### src/rtl/fetch_controller_pkg.sv
// Shared types and constants for the instruction-fetch stage.
package pipeline_pkg;

   localparam int DEFAULT_DATA_WIDTH    = 20;
   localparam int DEFAULT_ADDRESS_WIDTH = 8;
   localparam logic [DEFAULT_DATA_WIDTH-1:0] DEFAULT_HALT_WORD = 20'hFFFFF;

   typedef enum logic [1:0] {
      FS_IDLE,
      FS_RUN,
      FS_HALT
   } fetch_state_t;

   // Default-width layout; the top re-declares it at its own parameter widths.
   typedef struct packed {
      logic [DEFAULT_ADDRESS_WIDTH-1:0] pc;
      logic [DEFAULT_DATA_WIDTH-1:0]    instruction;
   } fetch_entry_t;

endpackage

### src/rtl/fetch_controller_queue.sv
// Two-entry FIFO between fetch and decode; flush overrides push and pop.
module fetch_queue #(
   parameter int WIDTH = 28
) (
   input  logic             clk,
   input  logic             rst,
   input  logic             push,
   input  logic             pop,
   input  logic             flush,
   input  logic [WIDTH-1:0] push_data,
   output logic [WIDTH-1:0] head,
   output logic             full,
   output logic             empty
);

   logic [WIDTH-1:0] slots [2];
   logic             wr_ptr;
   logic             rd_ptr;
   logic [1:0]       count;
   logic             do_push;
   logic             do_pop;

   assign full    = (count == 2'd2);
   assign empty   = (count == 2'd0);
   assign do_pop  = pop && !empty;
   assign do_push = push && (!full || do_pop);
   assign head    = slots[rd_ptr];

   always_ff @(posedge clk or posedge rst) begin
      // NOTE: state registers use non-blocking assignments so every flop samples pre-edge values.
      if (rst) begin
         wr_ptr <= 1'b0;
         rd_ptr <= 1'b0;
         count  <= 2'd0;
      end else if (flush) begin
         wr_ptr <= 1'b0;
         rd_ptr <= 1'b0;
         count  <= 2'd0;
      end else begin
         if (do_push) wr_ptr <= ~wr_ptr;
         if (do_pop)  rd_ptr <= ~rd_ptr;
         case ({do_push, do_pop})
            2'b10:   count <= count + 2'd1;
            2'b01:   count <= count - 2'd1;
            default: count <= count;
         endcase
      end
   end

   // NOTE: payload storage is not reset; occupancy is tracked by count, so stale data is never observed.
   always_ff @(posedge clk) begin
      if (do_push && !flush) slots[wr_ptr] <= push_data;
   end

endmodule

### src/rtl/fetch_controller.sv
// Instruction-fetch sequencer: owns the PC, fills the fetch queue, handles redirect and halt.
module fetch_controller
   import pipeline_pkg::*;
#(
   parameter int                      DATA_WIDTH    = DEFAULT_DATA_WIDTH,
   parameter int                      ADDRESS_WIDTH = DEFAULT_ADDRESS_WIDTH,
   parameter int                      MEM_SIZE      = 256,
   parameter logic [ADDRESS_WIDTH-1:0] RESET_PC     = '0,
   parameter logic [DATA_WIDTH-1:0]    HALT_WORD    = DATA_WIDTH'(DEFAULT_HALT_WORD)
) (
   input  logic                     clk,
   input  logic                     rst,
   input  logic                     start,
   output logic [ADDRESS_WIDTH-1:0] imem_address,
   input  logic [DATA_WIDTH-1:0]    imem_instruction,
   input  logic                     redirect_valid,
   input  logic [ADDRESS_WIDTH-1:0] redirect_pc,
   output logic                     if_valid,
   input  logic                     if_ready,
   output logic [DATA_WIDTH-1:0]    if_instruction,
   output logic [ADDRESS_WIDTH-1:0] if_pc,
   output logic                     halted,
   output logic                     error
);

   typedef struct packed {
      logic [ADDRESS_WIDTH-1:0] pc;
      logic [DATA_WIDTH-1:0]    instruction;
   } entry_t;

   localparam int                       ENTRY_WIDTH = $bits(entry_t);
   localparam logic [ADDRESS_WIDTH:0]   MEM_LIMIT   = (ADDRESS_WIDTH + 1)'(MEM_SIZE);
   localparam logic [ADDRESS_WIDTH-1:0] LAST_PC     = ADDRESS_WIDTH'(MEM_SIZE - 1);

   fetch_state_t             state;
   fetch_state_t             next_state;
   logic [ADDRESS_WIDTH-1:0] pc;
   logic [ADDRESS_WIDTH-1:0] next_pc;
   logic                     next_error;
   logic                     push;
   logic                     pop;
   logic                     flush;
   logic                     full;
   logic                     empty;
   logic                     redirect_taken;
   logic                     redirect_bad;
   entry_t                   push_entry;
   entry_t                   head_entry;

   assign redirect_taken = redirect_valid && (state != FS_IDLE);
   assign redirect_bad   = ({1'b0, redirect_pc} >= MEM_LIMIT);
   assign flush          = redirect_taken;
   assign pop            = !empty && if_ready;
   assign push_entry     = '{pc: pc, instruction: imem_instruction};

   fetch_queue #(
      .WIDTH(ENTRY_WIDTH)
   ) u_queue (
      .clk      (clk),
      .rst      (rst),
      .push     (push),
      .pop      (pop),
      .flush    (flush),
      .push_data(push_entry),
      .head     (head_entry),
      .full     (full),
      .empty    (empty)
   );

   always_comb begin
      // NOTE: every output of this block gets a default first, so no path can infer a latch.
      next_state = state;
      next_pc    = pc;
      next_error = error;
      push       = 1'b0;
      if (redirect_taken) begin
         if (redirect_bad) begin
            next_state = FS_HALT;
            next_error = 1'b1;
         end else begin
            next_state = FS_RUN;
            next_pc    = redirect_pc;
         end
      end else begin
         case (state)
            FS_IDLE: begin
               if (start) next_state = FS_RUN;
            end
            FS_RUN: begin
               if (!full || pop) begin
                  push = 1'b1;
                  // The last word stops fetch without advancing, so the PC never wraps.
                  if (pc == LAST_PC) begin
                     next_state = FS_HALT;
                  end else begin
                     next_pc = pc + ADDRESS_WIDTH'(1);
                     if (imem_instruction == HALT_WORD) next_state = FS_HALT;
                  end
               end
            end
            FS_HALT: begin
               next_state = FS_HALT;
            end
            default: begin
               next_state = FS_IDLE;
            end
         endcase
      end
   end

   always_ff @(posedge clk or posedge rst) begin
      if (rst) begin
         state <= FS_IDLE;
         pc    <= RESET_PC;
         error <= 1'b0;
      end else begin
         state <= next_state;
         pc    <= next_pc;
         error <= next_error;
      end
   end

   assign imem_address   = pc;
   assign halted         = (state == FS_HALT);
   assign if_valid       = !empty;
   assign if_pc          = empty ? '0 : head_entry.pc;
   assign if_instruction = empty ? '0 : head_entry.instruction;

endmodule

### config.mk
export PLATFORM = sky130hd
export DESIGN_NAME = fetch_controller
export DESIGN_NICKNAME = d
export VERILOG_FILES = /design/src/rtl/fetch_controller_pkg.sv /design/src/rtl/fetch_controller_queue.sv /design/src/rtl/fetch_controller.sv
export SDC_FILE = /design/constraint.sdc
export NUM_CORES = 1
export LEC_CHECK = 0
export CAP_MARGIN = 25
export CELL_PAD_IN_SITES_DETAIL_PLACEMENT = 1
export CELL_PAD_IN_SITES_GLOBAL_PLACEMENT = 1
export CORE_AREA = 10 10 98 100
export CTS_BUF_LIST = sky130_fd_sc_hd__clkbuf_8
export DETAILED_ROUTE_END_ITERATION = 6
export DIE_AREA = 0 0 108 110
export PLACE_DENSITY = 0.89
export SETUP_SLACK_MARGIN = 0.4
export SYNTH_ARGS = -nofsm -noshare
export SYNTH_HDL_FRONTEND = slang
export SYNTH_SLANG_ARGS = --single-unit
### constraint.sdc
create_clock -name clk -period 4.65 [get_ports clk]
set_input_delay 0.93 -clock clk [delete_from_list [all_inputs] [get_ports clk]]
set_output_delay 0.93 -clock clk [all_outputs]
set_load 0.02 [all_outputs]
# --- Yosys cells after proc, flatten, opt, wreduce, memory -nomap -nowiden ---
# Memories as Yosys holds them, arrays and structs flattened.
# Index checks and enable logic that the tools add are counted.
totals:
  mem_count: 1
  ram_bits: 56
  register_bits: 14
  out_inout_bits: 39
memory_table:
  columns: ["name", "depth", "width", "rd", "rd_ports_with_merged_regs", "wr", "line", "rtl"]
  rows:
  - ["u_queue.slots", 2, 28, 1, 0, 1, "fetch_controller_queue.sv:16", "logic [WIDTH-1:0] slots [2];"]
classes:
  n_mux: 23
  eq_ne: 11
  reduce_logical: 20
  n_bitwise: 2
  n_addsub: 3
ops:
  columns: ["op", "n"]
  rows:
  - ["2-to-1 mux 8 bit", 5]
  - ["equality test 20 bit (second input constant)", 1]
  - ["2-to-1 mux 20 bit", 1]
  - ["2-to-1 mux 2 bit", 6]
  - ["nonzero test 2 bit", 5]
  - ["2-to-1 mux 1 bit", 9]
  - ["adder 8 x 1 -> 8 bit (second input constant)", 1]
  - ["equality test 8 bit (second input constant)", 1]
  - ["equality test 2 bit (second input constant)", 3]
  - ["!= test 3 x 2 -> 1 bit (second input constant)", 2]
  - ["one-hot mux 2 bit (3 select lines)", 1]
  - ["AND reduction 3 bit", 2]
  - ["logical AND 1 bit", 5]
  - ["equality test 2 x 1 -> 1 bit (second input constant)", 2]
  - ["zero test 2 bit", 2]
  - ["!= test 4 x 3 -> 1 bit (second input constant)", 1]
  - ["one-hot mux 2 bit (2 select lines)", 1]
  - ["zero test 1 bit", 3]
  - ["nonzero test 3 bit", 1]
  - ["adder 2 x 1 -> 2 bit (second input constant)", 1]
  - ["logical OR 1 bit", 2]
  - ["!= test 2 x 1 -> 1 bit (second input constant)", 1]
  - ["NOT 1 bit", 2]
  - ["subtractor 2 x 1 -> 2 bit (second input constant)", 1]

# --- Depth between registers and ports, before layout ---
# Gate-level depths: netlist of run 1.
depth:
  depth_word: 11
  mapped_depth: 6

# --- Cells and area by module ---
# Synthesis of run 1 repeated with hierarchy kept, for this count alone.
hier_totals:
  hier_cells: 253
  hier_area_um2: 3329.4
by_module_without_submodules:
  columns: ["module", "cells_each", "n_inst", "seq_area_each_um2", "area_each_um2"]
  rows:
  - ["fetch_queue", 117, 1, 1781.7, 2272.2]
  - ["fetch_controller", 136, 1, 250.2, 1057.3]

# --- Worst setup path after synthesis of run 1 ---
# No wires, ideal clock.
synth_timing:
  kind: "in2reg"
  start: "input redirect_valid"
  end: "memory u_queue.slots[0][0], enable pin"
  slack_ns: 1.159
  path_buffers: 0
  t_required_ns: 4.202
  stages: 3
  arrival_time_ns: 3.043
  path_cell_list: "nand2b_1 > nand2_1 > nor3_1"
synth_via:
  elab_chain_cells: 6
  elab_cells_between_ends: 7
  cone_classes: "mux: 3; reduce/logical: 4"
synth_rtl:
  columns: ["item", "line", "rtl"]
  rows:
  - ["start: declaration", "fetch_controller.sv:16", "input logic redirect_valid,"]
  - ["logical AND 1 bit (*)", "fetch_controller.sv:50", "assign redirect_taken = redirect_valid && (state != FS_IDLE);"]
  - ["2-to-1 mux 1 bit", "fetch_controller.sv:76", "if (redirect_taken) begin"]
  - ["logical AND 1 bit", "fetch_controller_queue.sv:26", "assign do_push = push && (!full || do_pop);"]
  - ["logical AND 1 bit (*)", "fetch_controller_queue.sv:52", "if (do_push && !flush) slots[wr_ptr] <= push_data;"]
  - ["2-to-1 mux 1 bit (*)", "fetch_controller_queue.sv:52", null]
  - ["2-to-1 mux 1 bit (not written as such) (*)", "fetch_controller_queue.sv:52", null]
  - ["end: declaration", "fetch_controller_queue.sv:16", null]
# Mark *: on every way between the ends. The rest lies on a longest branch, timed or not.

# --- Worst setup path in the final report of run 1 ---
layout_timing:
  start: "register u_queue.rd_ptr"
  end: "output if_instruction[12]"
layout_via:
  elab_chain_cells: 2
layout_rtl:
  columns: ["item", "line", "rtl"]
  rows:
  - ["start: declaration", "fetch_controller_queue.sv:18", "logic rd_ptr;"]
  - ["start signal: assignment", "fetch_controller_queue.sv:41", "if (do_pop) rd_ptr <= ~rd_ptr;"]
  - ["memory read (2 x 28 bit)", null, null]
  - ["2-to-1 mux 20 bit", "fetch_controller.sv:127", "assign if_instruction = empty ? '0 : head_entry.instruction;"]
  - ["end: declaration", "fetch_controller.sv:20", "output logic [DATA_WIDTH-1:0] if_instruction,"]
# Every way passes these cells.

==> metrics.md, run 1 <==
| Metric | Value |
|---|---|
| Status | `completed` |
| Final setup TNS | `0 ns` |
| Post-Syn Area per Cell | `13.32 um^2` |
| Max-slew violations | `0` |
| Setup crit start kind | `flip-flop` |
| Final setup violation count | `0` |
| Cells after Synth | `231` |
| Clk_lat worst skew | `0.34 ns` |
| # diodes | `0` |
| Row count | `32` |
| Max transition margin | `0.4286` |
| Most frequent cells in the layout | `70 x clkdlybuf4s50_1, 56 x edfxtp_1, 38 x nor2_1` |
| Die Width | `108 um` |
| Grt total ovfl | `0` |
| CP startpoint | `u_queue.rd_ptr$_DFFE_PP0P_` |
| WHS Path Cells | `1` |
| Switching share of power | `0.3867` |
| DRC violation total after the first TritonRoute iteration | `113` |
| Layout cells sized above 1 | `0.09061` |
| DRC viols | `0` |
| Total internal power | `1684 uW` |
| Die Height | `110 um` |
| Crit. End Element | `output pin` |
| Hold buffers post-CTS | `0` |
| Yosys cell types | `43` |
| First-pass GRT wire length | `12.00 mm` |
| Final nets | `342` |
| GPL Wtd Cong | `0.7349` |
| Lkg Pwr | `0.001428 uW` |
| DP HPWL | `5.275 mm` |
| CTS sink cnt | `70` |
| H-tree depth | `3` |
| Antenna Violating Nets Remaining | `0` |
| Hold_sp | `state[0]$_DFFE_PP0P_` |
| Yosys warns | `0` |
| Minimum clock period | `3.171 ns` |
| Max-cap violations | `0` |
| Mapped Nets | `268` |
| Largest net degree at the start of global routing | `30` |
| Design area | `0.004069 mm^2` |
| HP Class | `reg -> reg` |
| CTS Buf Count | `9` |
| Commonest non-fill, non-tap cell in the layout | `clkdlybuf4s50_1` |
| Clk buf depth | `2` |
| Clock share of power | `0.165` |
| First drt pass iteration count | `4` |
| Cells on worst reg2reg path | `6` |
| Filler Cells Inserted | `767` |
| Vias | `2149` |
| PD cells | `674.7 mW/mm^2` |
| I/O pin total | `72` |
| Sequential share of power | `0.404` |
| IO buf count | `70` |
| FF-to-FF End | `u_queue.slots[0][22]$_DFFE_PP_` |
| Starting Density | `0.4025` |
| Comb power frac | `0.431` |
| Seq/Total Area, Yosys | `0.6602` |
| Worst EP arrival | `2.24 ns` |
| Final Hold Fails | `0` |
| Initial antenna violation count | `0` |
| Vias in the first global route | `2275` |
| Reg clk slew, reported paths | `0.08 ns` |
| GRT Total Usage | `0.1298` |
| FF+latch count, synth | `70` |
| Worst EP required | `3.72 ns` |
| Die area | `0.01188 mm^2` |
| Core Region | `0.007647 mm^2` |
| Area after detailed placement | `0.003891 mm^2` |
| Unrepaired setup endpoints after global routing | `false` |
| Root Driver | `clkbuf_8` |
| P&R area growth vs syn | `32.20%` |
| Worst hold endpoint | `state[0]$_DFFE_PP0P_` |
| CTS tree | `done` |
| Final WL | `7.617 mm` |
| Crit path max fanout | `29` |
| Resized Gates After CTS | `0` |
| FMAX | `315.4 MHz` |
| R2R Path Start | `state[0]$_DFFE_PP0P_` |
| Flop-to-flop setup slack | `2.42 ns` |
| Clk_skew | `0.01410 ns` |
| Vias per Instance | `5.229` |
| Total setup buffers inserted after CTS | `0` |
| Routed WL per cell | `18.53 um` |
| Psw | `1062 uW` |
| Final period util | `0.6819` |
| Syn Std Cell Area | `0.003078 mm^2` |
| Least-Margin Pin Slew | `0.8571 ns` |
| Peak supply drop | `0.2609 mV` |
| CP Class | `reg -> out` |
Yosys cell counts, drive strengths merged:
cell type,number,share of area
a221oi,1,0.0028
clkbuf,4,0.0049
or4,3,0.0073
inv,5,0.0061
dfrtp,14,0.11
or2,1,0.0020
and3,3,0.0077
mux2i,30,0.098
conb,1,0.0012
a211oi,1,0.0024
o32ai,1,0.0028
nor4,1,0.0020
nor3b,1,0.0041
nand2b,3,0.0061
nand3,3,0.0065
or3b,1,0.0037
or3,2,0.0041
buf,6,0.011
nor3,3,0.0049
o211ai,1,0.0041
xor2,3,0.0085
nand3b,1,0.0024
nor2b,2,0.0041
and4,1,0.0037
a21o,2,0.0053
nand4,6,0.012
nor4b,1,0.0028
ha,4,0.016
nand2,12,0.017
o21ai,4,0.0065
nor2,40,0.049
a21oi,2,0.0033
o31ai,5,0.012
o32a,1,0.0033
edfxtp,56,0.55
a31oi,6,0.012
through the flow:
step / std cells / total power [uW] / hold slack (ns) / setup slack [ns] / util
6_report: 411 / 2745 / 0.5780 / 1.479 / 0.5321
5_1_grt: 411 / 2922 / 0.6128 / 1.308 / 0.5321
4_1_cts: 411 / 2790 / 0.5806 / 1.409 / 0.5321
3_5_place_dp: 396 / 2323 / 0.5605 / 1.809 / 0.5088
3_3_place_gp: 396 / 2260 / 0.5417 / 1.819 / 0.5088
2_1_floorplan: 231 / 1775 / 0.5227 / 1.159 / -
power by group through the flow:
stage,Clock [uW],Combinational [uW],Sequential (uW)
floorplan,0,714,1060
global placement,0,1160,1100
detailed placement,0,1200,1120
CTS,469,1210,1110
global route,488,1290,1140
finish,453,1180,1110
layer usage:
layer / part of all wire / track usage / vias up / wire length [um]
met3: 0.056 / 0.04295 / 8 / 424
met2: 0.52 / 0.2280 / 47 / 3963
met1: 0.42 / 0.1478 / 1085 / 3169
met5: 0 / 0 / - / 0
li1: - / - / 1009 / -
met4: 0.0079 / 0.03721 / 0 / 60
how the worst max path moves through the flow:
stage / endpoint / slack [ns] / cells after the start
final: if_instruction[12] / 1.48 / 3
after CTS: if_instruction[7] / 1.41 / 3
after floorplan: u_queue.slots[0][0]$_DFFE_PP_ / 1.16 / 3
after global placement: if_pc[6] / 1.82 / 3
after global routing: if_pc[6] / 1.31 / 3
after detailed placement: u_queue.slots[0][0]$_DFFE_PP_ / 1.81 / 5
layout make-up:
cell class / count / area, um^2 / share of cell area
Tap cell: 102 / 127.6 / 0.03137
Clock buffer: 9 / 123.9 / 0.03044
Multi-Input combinational cell: 146 / 988.4 / 0.2429
Timing Repair Buffer: 73 / 723.2 / 0.1777
Clock inverter: 6 / 53.80 / 0.01322
Sequential cell: 70 / 2033 / 0.4997
Inverter: 5 / 18.77 / 0.004613
sequential cells by signal, summed over array words and instances (netlist names):
| name | cells |
|---|---|
| u_queue.slots | 56 |
| state | 2 |
| imem_address | 8 |
| u_queue.rd_ptr | 1 |
| u_queue.count | 2 |
| u_queue.wr_ptr | 1 |
cells by family after synthesis:
group	Yosys count	share of synthesized area
xor+xnor	3	0.008538
compound gates	24	0.05488
simple gates	84	0.1394
buf+inv	15	0.02195
other cells	1	0.001218
mux	30	0.09756
fa+ha+maj	4	0.01626
flops	70	0.6602
worst max-delay path, cell delays in order (launching register included):
cell and delay [ns]:
dfrtp_2 0.93, mux2i_1 0.17, nor2_1 0.15, clkdlybuf4s50_1 0.63
Note: power is estimated with default switching activity, not from simulation.
==> run 2, diff against run 1 <==
Settings changed: CORE_AREA 10 10 98 100 to 10 10 103 105, DIE_AREA 0 0 108 110 to 0 0 113 115, PLACE_DENSITY 0.89 to 0.85.
Clock period 4.65 ns to 2.85 ns, I/O delays scaled along.
==> metrics.md, run 2 (same netlist as run 1, synthesis figures left out) <==
| Metric | Value |
|---|---|
| Flop-to-flop setup slack | `0.72 ns (-1.70 ns)` |
| Row count | `34 (+6.3%)` |
| Commonest non-fill, non-tap cell in the layout | `edfxtp_1` |
| Max-cap violations | `0 (unchanged)` |
| Final WL | `7.763 mm (+1.9%)` |
| Critical path depth | `4 (+1)` |
| H-tree depth | `3 (unchanged)` |
| I/O pin total | `72 (unchanged)` |
| DRC violation total after the first TritonRoute iteration | `94 (-17%)` |
| Placed cells | `404 (+2.0%)` |
| Initial antenna violation count | `0 (unchanged)` |
| CTS tree | `done` |
| Slowest cell on crit path | `clkdlybuf4s50_1` |
| Die Width | `113 um (+4.6%)` |
| Worst EP required | `2.28 ns (-1.44 ns)` |
| Setup ws final | `0.4582 ns (-1.021 ns)` |
| Hold buffers post-CTS | `0 (unchanged)` |
| IO buf count | `70 (unchanged)` |
| Final setup violation count | `0 (unchanged)` |
| Reg clk slew, reported paths | `0.08 ns (about the same)` |
| # diodes | `0 (unchanged)` |
| Least-Margin Pin Slew | `0.6074 ns (-0.2497 ns)` |
| HP Class | `in -> async` |
| GPL Wtd Cong | `0.7944 (+8.1%)` |
| Max reg flops | `56 (unchanged)` |
| Cells on worst reg2reg path | `6 (unchanged)` |
| Layout cells sized above 1 | `0.1210 (+0.03040)` |
| Non-Filler Instances | `422 (+2.7%)` |
| Worst EP arrival | `1.82 ns (-0.42 ns)` |
| Routed WL per cell | `18.40 um (-0.74%)` |
| R2R Path Start | `state[0]$_DFFE_PP0P_` |
| PD cells | `1127 mW/mm^2 (+67%)` |
| Max transition margin | `0.5946 (+0.1660)` |
| CTS sink cnt | `70 (unchanged)` |
| Clk_skew | `0.007412 ns (-0.006683 ns)` |
| DRC viols | `0 (unchanged)` |
| First drt pass iteration count | `4 (unchanged)` |
| Final nets | `346 (+1.2%)` |
| FMAX | `418.1 MHz` |
| Vias per Instance | `4.995 (-4.5%)` |
| Clk buf depth | `2 (unchanged)` |
| Lkg Pwr | `0.001763 uW (+23%)` |
| CTS Buf Count | `9 (unchanged)` |
| Largest net degree at the start of global routing | `30 (unchanged)` |
| First-pass GRT wire length | `12.52 mm (+4.3%)` |
| Critical path buffer and inverter count | `2 (+1)` |
| Vias in the first global route | `2364 (+3.9%)` |
| Crit. End Element | `output pin` |
| Root Driver | `clkbuf_8` |
| Final core occ | `0.5001 (-0.03192)` |
| Die area | `0.01300 mm^2 (+9.4%)` |
| Crit path max fanout | `19 (-34%)` |
| Vias | `2108 (-1.9%)` |
| Starting Density | `0.3600 (-0.04252)` |
| GRT Total Usage | `0.1210 (-0.008807)` |
| Final setup TNS | `0 ns (unchanged)` |
| Final period util | `0.8392` |
| CP endpoint | `if_pc[3]` |
| Die Height | `115 um (+4.5%)` |
| Setup crit start kind | `flip-flop` |
| Final Hold Fails | `0 (unchanged)` |
| Place WS | `0.4322 ns (-1.377 ns)` |
| Design area | `0.004277 mm^2 (+5.1%)` |
| Antenna Violating Nets Remaining | `0 (unchanged)` |
| CP Class | `reg -> out` |
| Core Region | `0.008551 mm^2 (+12%)` |
| Clk_lat worst skew | `0.34 ns (about the same)` |
| Peak supply drop | `0.4305 mV (+65%)` |
| Max-slew violations | `0 (unchanged)` |
| Minimum clock period | `2.392 ns` |
| FF-to-FF End | `u_queue.slots[0][14]$_DFFE_PP_` |
| Unrepaired setup endpoints after global routing | `true` |
| Status | `completed` |
| P&R area growth vs syn | `38.94%` |
| Most frequent cells in the layout | `56 x edfxtp_1, 51 x clkdlybuf4s50_1, 38 x nor2_1` |
| CP startpoint | `u_queue.rd_ptr$_DFFE_PP0P_` |
| Top reg by flops | `u_queue.slots` |
| Slowest stage delay, CP | `0.62 ns (-0.31 ns)` |
| DP HPWL | `5.635 mm (+6.8%)` |
| Largest delay contributor family on the critical path | `buffers and inverters` |
| Crit path cell chain | `buf_12 -> mux2i_1 -> nor2_1 -> clkdlybuf4s50_1` |
| Grt total ovfl | `0 (unchanged)` |
| Area after detailed placement | `0.003945 mm^2 (+1.4%)` |
-- run 2: cell types whose count changed in the layout (fill, tap and decap cells not counted), moves of 3 or more --
| cell | previous run | this run |
|---|---|---|
| clkinv_1 | 3 | 0 |
| clkdlybuf4s50_1 | 70 | 51 |
| dlymetal6s2s_1 | 0 | 17 |
| buf_12 | 0 | 4 |
-- run 2: how the worst min path moves through the flow --
stage	start	endpoint	slack, ns	cells past startpoint
after floorplan	rst	imem_address[0]$_DFFE_PP0P_	0.46	1
after global placement	state[0]$_DFFE_PP0P_	state[0]$_DFFE_PP0P_	0.55	1
after detailed placement	state[0]$_DFFE_PP0P_	state[0]$_DFFE_PP0P_	0.59	1
after CTS	rst	u_queue.count[0]$_DFFE_PP0P_	0.61	2
after global routing	rst	u_queue.count[1]$_DFFE_PP0P_	0.62	2
final	rst	u_queue.count[1]$_DFFE_PP0P_	0.59	2
-- run 2: report_power, final --
group / switching, uW / internal [uW] / total (uW)
clock: 391 / 586 / 976
combinational: 1160 / 941 / 2100
sequential: 245 / 1490 / 1740
-- run 2: metal layers --
metal  vias up  GRT usage  share of wire
li1       1013          -              -
met1      1037     0.1369           0.41
met2        47     0.2097           0.53
met5         -          0              0
met4         0    0.04738          0.018
met3        11    0.03698          0.048
-- run 2: timing repair --
action,in CTS,in global routing
setup buffers,2,0
gates resized for setup,5,20
endpoints found under the setup margin,29,27
pin swaps,0,0
gates cloned,0,0
-- run 2: cell type report --
class	instances	area (um^2)
fillers	890	4274
flip-flops and latches	70	2036
multi-input cells	146	999.7
repair buffers	77	843.3
well taps	108	135.1
clock buffers	9	123.9
clock inverters	7	120.1
inverters	5	18.77
-- run 2: stage by stage --
step | hold slack [ns] | total power [uW]
after floorplan | 0.4592 | 2897
after CTS | 0.6093 | 4901
after detailed placement | 0.5938 | 3861
final | 0.5932 | 4819
after global placement | 0.5457 | 3772
after global routing | 0.6234 | 5129
==> run 3, diff against run 2 <==
Settings changed: CORE_AREA 10 10 103 105 to 10 10 98 100, DIE_AREA 0 0 113 115 to 0 0 108 110, PLACE_DENSITY 0.85 to 0.89.
Clock period 2.85 ns to 2.45 ns, I/O delays scaled along.
==> metrics.md, run 3 (same netlist as run 1, synthesis figures left out) <==
| Metric | Value |
|---|---|
| Status | `completed` |
| Register area | `0.002037 mm^2 (about the same)` |
| Reg clk slew, reported paths | `0.07 ns (about the same)` |
| CP startpoint | `u_queue.rd_ptr$_DFFE_PP0P_` |
| Cells on worst reg2reg path | `8 (+2)` |
| Die Height | `110 um (-4.3%)` |
| Clk buf depth | `2 (unchanged)` |
| Final setup violation count | `0 (unchanged)` |
| CP endpoint | `if_pc[6]` |
| Final Hold Fails | `0 (unchanged)` |
| Layout cells sized above 1 | `0.2584 (+0.1373)` |
| Peak supply drop | `0.5269 mV (+22%)` |
| Clock share of power | `0.156 (-0.047)` |
| Final setup TNS | `0 ns (unchanged)` |
| Switching share of power | `0.3981 (+0.02484)` |
| Filler Cells Inserted | `787 (-12%)` |
| Crit. End Element | `output pin` |
| Vias | `2223 (+5.5%)` |
| Worst EP required | `1.96 ns (-0.32 ns)` |
| Crit path max fanout | `15 (-4)` |
| Antenna Violating Nets Remaining | `0 (unchanged)` |
| DP HPWL | `5.547 mm (-1.6%)` |
| Vias in the first global route | `2386 (+0.93%)` |
| Hold buffers post-CTS | `0 (unchanged)` |
| Final nets | `362 (+4.6%)` |
| PD cells | `1329 mW/mm^2 (+18%)` |
| Comb power frac | `0.491 (+0.054)` |
| FMAX | `492.1 MHz` |
| GPL Wtd Cong | `0.7705 (-3.0%)` |
| I/O pin total | `72 (unchanged)` |
| HP Class | `in -> async` |
| Most frequent cells in the layout | `56 x edfxtp_1, 38 x nor2_1, 36 x clkdlybuf4s50_1` |
| CTS sink cnt | `70 (unchanged)` |
| Starting Density | `0.4025 (+0.04252)` |
| Max transition margin | `0.6072 (+0.01263)` |
| IO buf count | `70 (unchanged)` |
| Core Region | `0.007647 mm^2 (-11%)` |
| GRT Total Usage | `0.1459 (+0.02485)` |
| DRC violation total after the first TritonRoute iteration | `71 (-24%)` |
| Vias per Instance | `5.158 (+3.3%)` |
| Clk_skew | `0.005614 ns (-0.001798 ns)` |
| First-pass GRT wire length | `13.21 mm (+5.6%)` |
| Max-slew violations | `0 (unchanged)` |
| CP Class | `reg -> out` |
| Grt total ovfl | `0 (unchanged)` |
| Sequential share of power | `0.353 (-0.008)` |
| Max-cap violations | `0 (unchanged)` |
| Clk_lat worst skew | `0.34 ns (about the same)` |
| FF-to-FF End | `u_queue.slots[0][17]$_DFFE_PP_` |
| Lkg Pwr | `0.001637 uW (-7.1%)` |
| CTS Buf Count | `9 (unchanged)` |
| Die Width | `108 um (-4.4%)` |
| Least-Margin Pin Slew | `0.5885 ns (-0.01892 ns)` |
| Commonest non-fill, non-tap cell in the layout | `edfxtp_1` |
| R2R Path Start | `state[0]$_DFFE_PP0P_` |
| Initial antenna violation count | `0 (unchanged)` |
| H-tree depth | `3 (unchanged)` |
| Worst EP arrival | `1.54 ns (-0.28 ns)` |
| Root Driver | `clkbuf_8` |
| Final period util | `0.8295` |
| Total internal power | `3408 uW (+13%)` |
| Largest net degree at the start of global routing | `29 (-3.3%)` |
| Final WL | `8.804 mm (+13%)` |
| Routed WL per cell | `20.43 um (+11%)` |
| Top reg by flops | `u_queue.slots` |
| Unrepaired setup endpoints after global routing | `true` |
| P&R area growth vs syn | `38.46%` |
| DRC viols | `0 (unchanged)` |
| CTS tree | `done` |
| Row count | `32 (-5.9%)` |
| Area after detailed placement | `0.003980 mm^2 (+0.89%)` |
| Minimum clock period | `2.032 ns` |
| Max reg flops | `56 (unchanged)` |
| Total power | `5663 uW (+18%)` |
| Die area | `0.01188 mm^2 (-8.6%)` |
| # diodes | `0 (unchanged)` |
| Psw | `2255 uW (+25%)` |
| Multi-input gate area | `0.001041 mm^2 (+4.1%)` |
| Setup crit start kind | `flip-flop` |
| First drt pass iteration count | `4 (unchanged)` |
| Design area | `0.004262 mm^2 (-0.35%)` |
| Flop-to-flop setup slack | `0.46 ns (-0.26 ns)` |
==> run 3: changes by cell type in the layout (fill, tap and decap cells not counted), moves of 10 or more <==
cell,delta
clkbuf_2,+26
clkdlybuf4s50_1,-15
dlymetal6s2s_1,-13
buf_4,+10
==> run 3: power by group through the flow <==
stage	logic [uW]	registers (uW)	clock network, uW
2_1_floorplan	1380	2010	0
3_3_place_gp	2440	1990	0
3_5_place_dp	2530	2020	0
4_1_cts	2710	1990	894
5_1_grt	3010	2050	946
6_report	2780	2000	885
==> run 3: metal layers <==
layer  part of all wire  track usage  vias up
met4              0.016      0.05439        0
met2               0.51       0.2461       65
li1                   -            -     1054
met5                  0            0        -
met3              0.049      0.03482       15
met1               0.42       0.1780     1089
==> run 3: stage by stage <==
step,util,instances,setup slack [ns],hold slack (ns)
2_1_floorplan,-,231,0.4247,0.3792
3_3_place_gp,0.5205,403,0.2383,0.5471
3_5_place_dp,0.5205,403,0.1500,0.5865
4_1_cts,0.5589,427,0.3672,0.5210
5_1_grt,0.5573,431,0.3481,0.5652
6_report,0.5573,431,0.4178,0.5087
==> run 3: timing repair <==
item,4_1_cts,5_1_grt
buffers inserted,6,2
gates resized for setup,54,57
hold endpoints to repair,0,0
pin swaps,0,2
endpoints found under the setup margin,58,91
cloned,3,2
==> run 3: worst max-delay path, stage by stage (launching register included) <==
cell and delay, ns:
dfrtp_2 0.40, buf_8 0.20, mux2i_2 0.24, nor2_1 0.07, clkdlybuf4s15_1 0.28
==> run 3: worst min path at each step <==
stage                                  end                  from
2_1_floorplan  imem_address[0]$_DFFE_PP0P_                   rst
3_3_place_gp          state[0]$_DFFE_PP0P_  state[0]$_DFFE_PP0P_
3_5_place_dp          state[0]$_DFFE_PP0P_  state[0]$_DFFE_PP0P_
4_1_cts        imem_address[3]$_DFFE_PP0P_                   rst
5_1_grt        imem_address[5]$_DFFE_PP0P_                   rst
6_report       imem_address[6]$_DFFE_PP0P_                   rst
==> run 3: area by class of cell <==
cell class / count / area share
Tap cell: 102 / 0.02995
Sequential cell: 70 / 0.4780
Inverter: 5 / 0.004404
Multi-Input combinational cell: 147 / 0.2443
Clock inverter: 6 / 0.01292
Clock buffer: 9 / 0.02907
Timing Repair Buffer: 92 / 0.2014
